==> config.mk <==
export PLATFORM = sky130hd
export DESIGN_NAME = hood_gear_controller
export DESIGN_NICKNAME = d
export VERILOG_FILES = /design/src/rtl/hood_gear_controller.sv
export SDC_FILE = /design/constraint.sdc
export NUM_CORES = 1
export LEC_CHECK = 0
export CELL_PAD_IN_SITES_DETAIL_PLACEMENT = 0
export CELL_PAD_IN_SITES_GLOBAL_PLACEMENT = 1
export CORE_ASPECT_RATIO = 0.7
export CORE_UTILIZATION = 35
export CTS_CLUSTER_DIAMETER = 200
export DETAILED_ROUTE_END_ITERATION = 16
export PLACE_DENSITY_LB_ADDON = 0.1
export SLEW_MARGIN = 20
export SYNTH_ARGS = -nofsm -noshare
export SYNTH_HDL_FRONTEND = slang
export SYNTH_SLANG_ARGS = --single-unit
==> constraint.sdc <==
create_clock -name clk -period 2 [get_ports clk]
set_input_delay 0.4 -clock clk [delete_from_list [all_inputs] [get_ports clk]]
set_output_delay 0.4 -clock clk [all_outputs]
set_load 0.05 [all_outputs]
==> src/rtl/hood_gear_controller.sv <==
// hood_gear_controller
// Operating-mode controller for the range hood: power, N fan gears, a time-limited
// top gear (once per power session), a timed self-clean with completion beep, and
// a saturating work accumulator that raises a clean reminder.
//
// Ports:
//   clk, rst_n      - clock, asynchronous active-low reset
//   sec_tick        - one-cycle pulse once per second
//   power_key       - toggles power
//   up_key/down_key - gear up / gear down
//   clean_key       - start self-clean from standby
//   light_key       - toggle light (any non-OFF state)
//   power_on        - 1 when not OFF
//   gear            - current gear, 0 in OFF/STANDBY/CLEAN
//   cleaning        - 1 in CLEAN
//   top_locked      - top gear already used this power session
//   light           - light state
//   clean_reminder  - accumulated work reached REMIND_S
//   remain_s        - countdown in TOP or CLEAN, else 0
//   beep            - completion beep
module hood_gear_controller #(
    parameter int unsigned N_GEARS     = 3,
    parameter int unsigned TOP_LIMIT_S = 60,
    parameter int unsigned CLEAN_S     = 180,
    parameter int unsigned REMIND_S    = 36000,
    parameter int unsigned BEEP_S      = 3,
    parameter int unsigned TIME_W      = 16,
    parameter int unsigned WORK_W      = 24
) (
    input  logic                               clk,
    input  logic                               rst_n,
    input  logic                               sec_tick,
    input  logic                               power_key,
    input  logic                               up_key,
    input  logic                               down_key,
    input  logic                               clean_key,
    input  logic                               light_key,
    output logic                               power_on,
    output logic [$clog2(N_GEARS+1)-1:0]       gear,
    output logic                               cleaning,
    output logic                               top_locked,
    output logic                               light,
    output logic                               clean_reminder,
    output logic [TIME_W-1:0]                  remain_s,
    output logic                               beep
);

    localparam int unsigned GEAR_W = $clog2(N_GEARS + 1);
    localparam int unsigned BEEP_W = (BEEP_S < 2) ? 1 : $clog2(BEEP_S + 1);

    localparam logic [GEAR_W-1:0] TOP_GEAR  = GEAR_W'(N_GEARS);
    localparam logic [GEAR_W-1:0] SUB_GEAR  = GEAR_W'(N_GEARS - 1);
    localparam logic [WORK_W-1:0] WORK_MAX  = {WORK_W{1'b1}};

    typedef enum logic [2:0] {
        ST_OFF,
        ST_STANDBY,
        ST_GEAR,
        ST_TOP,
        ST_CLEAN
    } state_t;

    state_t              state_q, state_d;
    logic [GEAR_W-1:0]   gear_d;
    logic [TIME_W-1:0]   remain_d;
    logic                locked_d;
    logic                light_d;
    logic                beep_d;
    logic [BEEP_W-1:0]   beep_cnt_q, beep_cnt_d;
    logic [WORK_W-1:0]   work_q, work_d;

    // State and all registered outputs
    always_ff @(posedge clk or negedge rst_n) begin
        if (!rst_n) begin
            state_q        <= ST_OFF;
            gear           <= '0;
            remain_s       <= '0;
            top_locked     <= 1'b0;
            light          <= 1'b0;
            beep           <= 1'b0;
            beep_cnt_q     <= '0;
            work_q         <= '0;
            power_on       <= 1'b0;
            cleaning       <= 1'b0;
            clean_reminder <= 1'b0;
        end else begin
            state_q        <= state_d;
            gear           <= gear_d;
            remain_s       <= remain_d;
            top_locked     <= locked_d;
            light          <= light_d;
            beep           <= beep_d;
            beep_cnt_q     <= beep_cnt_d;
            work_q         <= work_d;
            power_on       <= (state_d != ST_OFF);
            cleaning       <= (state_d == ST_CLEAN);
            clean_reminder <= (work_d >= WORK_W'(REMIND_S));
        end
    end

    // Next-state and next-output logic
    always_comb begin
        state_d    = state_q;
        gear_d     = gear;
        remain_d   = remain_s;
        locked_d   = top_locked;
        light_d    = light;
        beep_d     = beep;
        beep_cnt_d = beep_cnt_q;
        work_d     = work_q;

        // Work counts the tick against the gear held before any transition
        if (sec_tick && (gear != '0) && (work_q != WORK_MAX)) begin
            work_d = work_q + WORK_W'(1);
        end

        if (beep && sec_tick) begin
            if (beep_cnt_q <= BEEP_W'(1)) begin
                beep_d     = 1'b0;
                beep_cnt_d = '0;
            end else begin
                beep_cnt_d = beep_cnt_q - BEEP_W'(1);
            end
        end

        if ((state_q != ST_OFF) && light_key) begin
            light_d = ~light;
        end

        // Keys are taken in priority order; a key that has no effect in the
        // current state lets the next one through. Any key transition suppresses
        // the tick on the timer.
        case (state_q)
            ST_OFF: begin
                if (power_key) begin
                    state_d = ST_STANDBY;
                end
            end
            ST_STANDBY: begin
                if (clean_key) begin
                    state_d  = ST_CLEAN;
                    remain_d = TIME_W'(CLEAN_S);
                end else if (up_key) begin
                    state_d = ST_GEAR;
                    gear_d  = GEAR_W'(1);
                end
            end
            ST_GEAR: begin
                if (up_key && (gear < SUB_GEAR)) begin
                    gear_d = gear + GEAR_W'(1);
                end else if (up_key && !top_locked) begin
                    state_d  = ST_TOP;
                    gear_d   = TOP_GEAR;
                    remain_d = TIME_W'(TOP_LIMIT_S);
                    locked_d = 1'b1;
                end else if (down_key) begin
                    if (gear == GEAR_W'(1)) begin
                        state_d = ST_STANDBY;
                        gear_d  = '0;
                    end else begin
                        gear_d = gear - GEAR_W'(1);
                    end
                end
            end
            ST_TOP: begin
                if (down_key) begin
                    state_d  = ST_GEAR;
                    gear_d   = SUB_GEAR;
                    remain_d = '0;
                end else if (sec_tick) begin
                    if (remain_s <= TIME_W'(1)) begin
                        state_d  = ST_GEAR;
                        gear_d   = SUB_GEAR;
                        remain_d = '0;
                    end else begin
                        remain_d = remain_s - TIME_W'(1);
                    end
                end
            end
            ST_CLEAN: begin
                if (sec_tick) begin
                    if (remain_s <= TIME_W'(1)) begin
                        state_d    = ST_STANDBY;
                        remain_d   = '0;
                        work_d     = '0;
                        beep_d     = 1'b1;
                        beep_cnt_d = BEEP_W'(BEEP_S);
                    end else begin
                        remain_d = remain_s - TIME_W'(1);
                    end
                end
            end
            default: begin
                state_d = ST_OFF;
            end
        endcase

        // Power-off overrides everything except the work history
        if ((state_q != ST_OFF) && power_key) begin
            state_d    = ST_OFF;
            gear_d     = '0;
            remain_d   = '0;
            locked_d   = 1'b0;
            light_d    = 1'b0;
            beep_d     = 1'b0;
            beep_cnt_d = '0;
        end
    end

endmodule

# After elaboration in Yosys (flattened, before gate mapping)
# Cells that the tools add are included.
[totals]
ff_bits = 53
latch_bits = 0
mem_bits_rw = 0
rom_bits = 0
input_bits = 8
output_inout_bits = 24
wordCells = 112
n_memories = 0
[op_classes]
add_sub_neg = 5
n_mul = 0
div_mod_pow = 0
magnitude_cmp = 4
n_eq_ne = 16
shift = 0
muxes = 55
bitwise = 1
n_reduce_logical = 20
[op_table]
columns = ["operator", "n"]
rows = [
  ["$mux W16", 7],
  ["$mux W24", 4],
  ["$pmux W16 S4", 1],
  ["$mux W3", 13],
  ["$mux W2", 16],
  ["$add A24 B1 Y24 const B", 1],
  ["$ge A24 B16 Y1 const B", 1],
  ["$ne A24 B24 Y1 const B", 1],
  ["$le A16 B1 Y1 const B", 1],
  ["$sub A16 B1 Y16 const B", 1],
  ["$ne A3 B3 Y1 const B", 5],
  ["$pmux W3 S5", 1],
  ["$mux W1", 12],
  ["$ne A4 B4 Y1 const B", 2],
  ["$reduce_bool A2 Y1", 4],
  ["$logic_and A1 B1 Y1", 7],
  ["$eq A3 B2 Y1 const B", 2],
  ["$eq A3 B3 Y1 const B", 2],
  ["$pmux W2 S3", 1],
  ["$reduce_and A6 Y1", 1],
  ["$reduce_bool A3 Y1", 2],
  ["$ne A5 B5 Y1 const B", 1],
  ["$reduce_bool A5 Y1", 1],
  ["$reduce_and A4 Y1", 1],
  ["other kinds (12)", 13],
]

# Longest topological paths before layout
[logic_depth]
depth_word = 8
ltp_mapped = 11
mapped_depth_nobuf = 9

# Worst setup path after synthesis
# OpenSTA, ideal clock, no wires.
[synth_timing]
path_type = "reg-to-reg"
from = "register gear[1]"
to = "register clean_reminder"
setup_time_ps = 133
arrival_time_ps = 2379
path_slack_ps = -512
path_stages_with_launch = 10
period_less_slack_ps = 2512
path_cell_list = "dfrtp_1 -> inv_1 -> ha_1 -> and3b_1 -> nand2_1 -> a211oi_1 -> xnor2_1 -> nor2_1 -> o311ai_0 -> nand3_1"
[synth_between]
elab_chain_cells = 8
[synth_lines]
columns = ["item", "line_no", "source"]
rows = [
  ["start: declaration", "39", "output logic [$clog2(N_GEARS+1)-1:0] gear,"],
  ["start signal: assignment", "88", "gear <= gear_d;"],
  ["$reduce_bool A2 Y1 *", "113", "if (sec_tick && (gear != '0) && (work_q != WORK_MAX)) begin"],
  ["$logic_and A1 B1 Y1 * (2 in series)", "113", ""],
  ["$mux W24 *", "113", ""],
  ["$mux W24", "182", "if (remain_s <= TIME_W'(1)) begin"],
  ["$mux W24", "181", "if (sec_tick) begin"],
  ["$mux W24 *", "133", "case (state_q)"],
  ["named net work_d[9]", "70", "logic [WORK_W-1:0] work_q, work_d;"],
  ["$ge A24 B16 Y1 *", "97", "clean_reminder <= (work_d >= WORK_W'(REMIND_S));"],
  ["end signal: assignment", "97", ""],
  ["end: declaration", "43", "output logic clean_reminder,"],
]
# Mark *: on every way through the listed nets, which the timed path passes. The rest lies on a longest branch.
# A chain may end at the register's enable or synchronous reset.

# Final worst setup path
[layout_timing]
from = "register work_q[14]"
to = "register clean_reminder"
[layout_between]
elab_chain_cells = 7
word_cells_on_any_way = 8
cone_classes = "add/sub: 1; order compare: 1; eq/ne: 1; mux: 4; reduce/logical: 1"
[layout_lines]
columns = ["item", "line_no", "source"]
rows = [
  ["start: declaration", "70", ""],
  ["start signal: assignment", "94", "work_q <= work_d;"],
  ["branches (longest 2 deep; another with $add A24 B1 Y24)", "-", ""],
  ["$mux W24 *", "113", ""],
  ["$mux W24", "182", ""],
  ["$mux W24", "181", ""],
  ["$mux W24 *", "133", ""],
  ["$ge A24 B16 Y1 *", "97", ""],
]
# Every way passes the cells marked *.

==> impl_results.md <==
- Status: finished, violations left
- Failing checks: setup timing
- Vias: ~3,300
- Antenna cell count: 0
- Die height: 82.8 um
- Pwr/cell area: 801 nW/um^2
- Synth Warn #: 0
- Net Count, Synth: around 380
- Share of layout cells above drive strength 1: 0.438
- Final setup margin: -0.258 ns
- Setup Slack @ Placement: -0.676 ns
- Async set-reset flop share out of synthesis: 1.00
- GRT Overall Usage: 0.208
- Clk sinks: 53
- Min-delay worst type: in2async
- H-tree Lvls: 2
- PortBufs: 31
- Latest clock arrival within the worst-skew pair: about 0.29 ns
- Core ar.: about 9100 um^2
- Post-route ant nets: 0
- Fin area: roughly 5200 um^2
- TNS Setup: -3.16 ns
- Chip Width: around 120 um
- Period utilisation layout: 1.13
- Min Tclk post-route: between 2 and 2.5 ns
- Gpl congestion: around 0.84
- Layout area overhead: 60.2%
- Fmax: 0.443 GHz
- Drt wl/cell: 15.5 um
- Maximum vdd drop: ~0.00061 V
- Most common cell after layout, fill and taps aside: buf_4
- Worst Setup End Kind: flip-flop
- Critical Path RT: 2.23 ns
- Dpl cells: between 600 and 700
- Fin Hold WS: approximately 0.15 ns
- Worst-path fanout max: 7
- Drt pass-1 iters: 4
- DR iter-0 viols: 207
- Worst Skew: between 0.008 and 0.009 ns
- Post-route DRC violation count: 0
- Crit Path Class: reg2reg
- Vias in the first global route: roughly 3,200
- First-pass GRT wire length: 16,200 um
- EDFF count, synth: 0
- Die footprint: around 9700 um^2
- Dpl cell area: 4420 um^2
- Non-filler cells in the finished layout: approximately 650
- CTS Buffer Depth: 2
- RSZ-0062 raised after global routing: yes
- Crit path DAT: approximately 2.5 ns
- Register area share after synthesis: 0.406
- Top_reg_cell synth: dfrtp_1
- NumNets Final: 533
- Cell Area, Synth: 3260 um^2
- Antenna violations before repair: 0
- TritonCTS clock tree: built
- Post-synthesis register bit count: between 50 and 60
- Cts hold-fix bufs: 0
- Total Power: approximately 4.2 mW
- Max-cap violations: 0
- Number of I/O pins: 32
- Final Util: 0.577
- Synthesized area per cell: about 9 um^2
- Clock-pin slew on the worst setup and hold paths: approximately 0.07 ns
- Commonest non-fill, non-tap cells in the layout: buf_4 (125), dfrtp_1 (45), nor2_1 (42), nand2_1 (24), o21ai_1 (23)
- Distinct cells, synth: 64
- Routed vias/inst: around 5
- Worst slew pin tran: about 0.72 ns
- Std-Cell Rows: 29
- Dpl hpwl: roughly 7000 um
- Startpoint Class: flip-flop
- CTS Buf Count: 5
- Root Buffer: clkbuf_16
- Hold Vio Cnt, Final: 0
- Mapped Cells: 368
- Initial Util: 0.360
- Total gr overflow: 0
- Max-slew violation total from the final report: 0
- Final WL: approximately 10,000 um
- Leakage power: ~2.4 nW
- Largest net degree at the start of global routing: 30
- Slew HR: 0.519
- Final number of setup-violating endpoints: 25
-- critical path, stage by stage, from the launching register on --
cell and delay [ns]:
dfrtp_1 0.39, nand4_4 0.15, buf_6 0.15, nor4_4 0.39, buf_6 0.22, a211oi_2 0.08, xnor2_1 0.15, nor4bb_1 0.42
o311ai_2 0.15, nand3_1 0.10
-- worst paths after layout --
| kind | from | endpoint | slack, ns | cells past startpoint |
|---|---|---|---|---|
| worst max register to register | work_q[14] | clean_reminder | -0.26 | 9 |
| worst max-delay path | work_q[14] | clean_reminder | -0.26 | 9 |
| max in group asynchronous | rst_n | beep | 1.26 | 2 |
| worst min-delay path | rst_n | cleaning | 0.15 | 1 |
| worst min register to register | light | light | 0.53 | 1 |
| min in group clk | light | light | 0.53 | 1 |
-- sequential cells by signal, summed over array words and instances (netlist names) --
register	count
beep	1
beep_cnt_q	2
clean_reminder	1
cleaning	1
gear	2
light	1
power_on	1
remain_s	16
state_q	3
top_locked	1
work_q	24
-- per-layer routing --
metal / share of wire / vias up / GRT usage
li1: - / 1638 / -
met1: 0.53 / 1609 / 0.318
met2: 0.42 / 62 / 0.299
met3: 0.041 / 10 / 0.0391
met4: 0.0081 / 0 / 0.0437
met5: 0 / - / 0
-- what timing repair did --
action                                 in CTS  in global routing
setup endpoints to repair                  33                 41
gates cloned                                2                  1
pin swaps                                  22                 32
gates resized for setup                    77                 35
endpoints found under the hold margin       0                  0
setup buffers                              14                 15
-- where the power goes --
| part | leakage (nW) | switching (mW) | internal, mW | total [mW] |
|---|---|---|---|---|
| clock | 0.0652 | 0.397 | 0.468 | 0.865 |
| sequential | 0.698 | 0.0953 | 1.22 | 1.32 |
| combinational | 1.60 | 1.09 | 0.917 | 2.00 |
| total | 2.36 | 1.58 | 2.61 | 4.19 |
-- cells by family after synthesis --
logic type,count (synthesis),synth area share
AND/OR/NAND/NOR,159,0.267
adder cells (fa/ha/maj),5,0.0192
buffers and inverters,29,0.0456
XOR/XNOR,24,0.0644
multiplexers,3,0.00958
flip-flops,53,0.406
AO/OA/AOI/OAI,95,0.188
-- synth_stat cells (4+ instances only) --
master,instances,area [um^2]
o21ai_0,26,130
nor4_1,4,25.0
buf_4,5,37.5
clkbuf_1,6,22.5
o21bai_1,4,30.0
a21oi_1,27,135
a31oi_1,5,31.3
inv_1,11,41.3
buf_2,5,25.0
xnor2_1,18,158
nand2_1,27,101
dfrtp_1,53,1330
nand3_1,12,60.1
xor2_1,6,52.6
a211oi_1,6,45.0
or3_1,4,25.0
ha_1,5,62.6
and3_1,7,43.8
o21ai_1,7,35.0
nor2_1,52,195
nand4_1,6,37.5
nor3_1,11,55.1
-- area by class of cell --
cell class / count / area (um^2)
fill: 801 / 3840
multi-input combinational: 286 / 2130
timing repair buffer: 163 / 1430
sequential: 53 / 1340
tap: 124 / 155
clock buffer: 8 / 136
inverter: 11 / 41.3
Note: power is estimated with default switching activity, not from simulation.
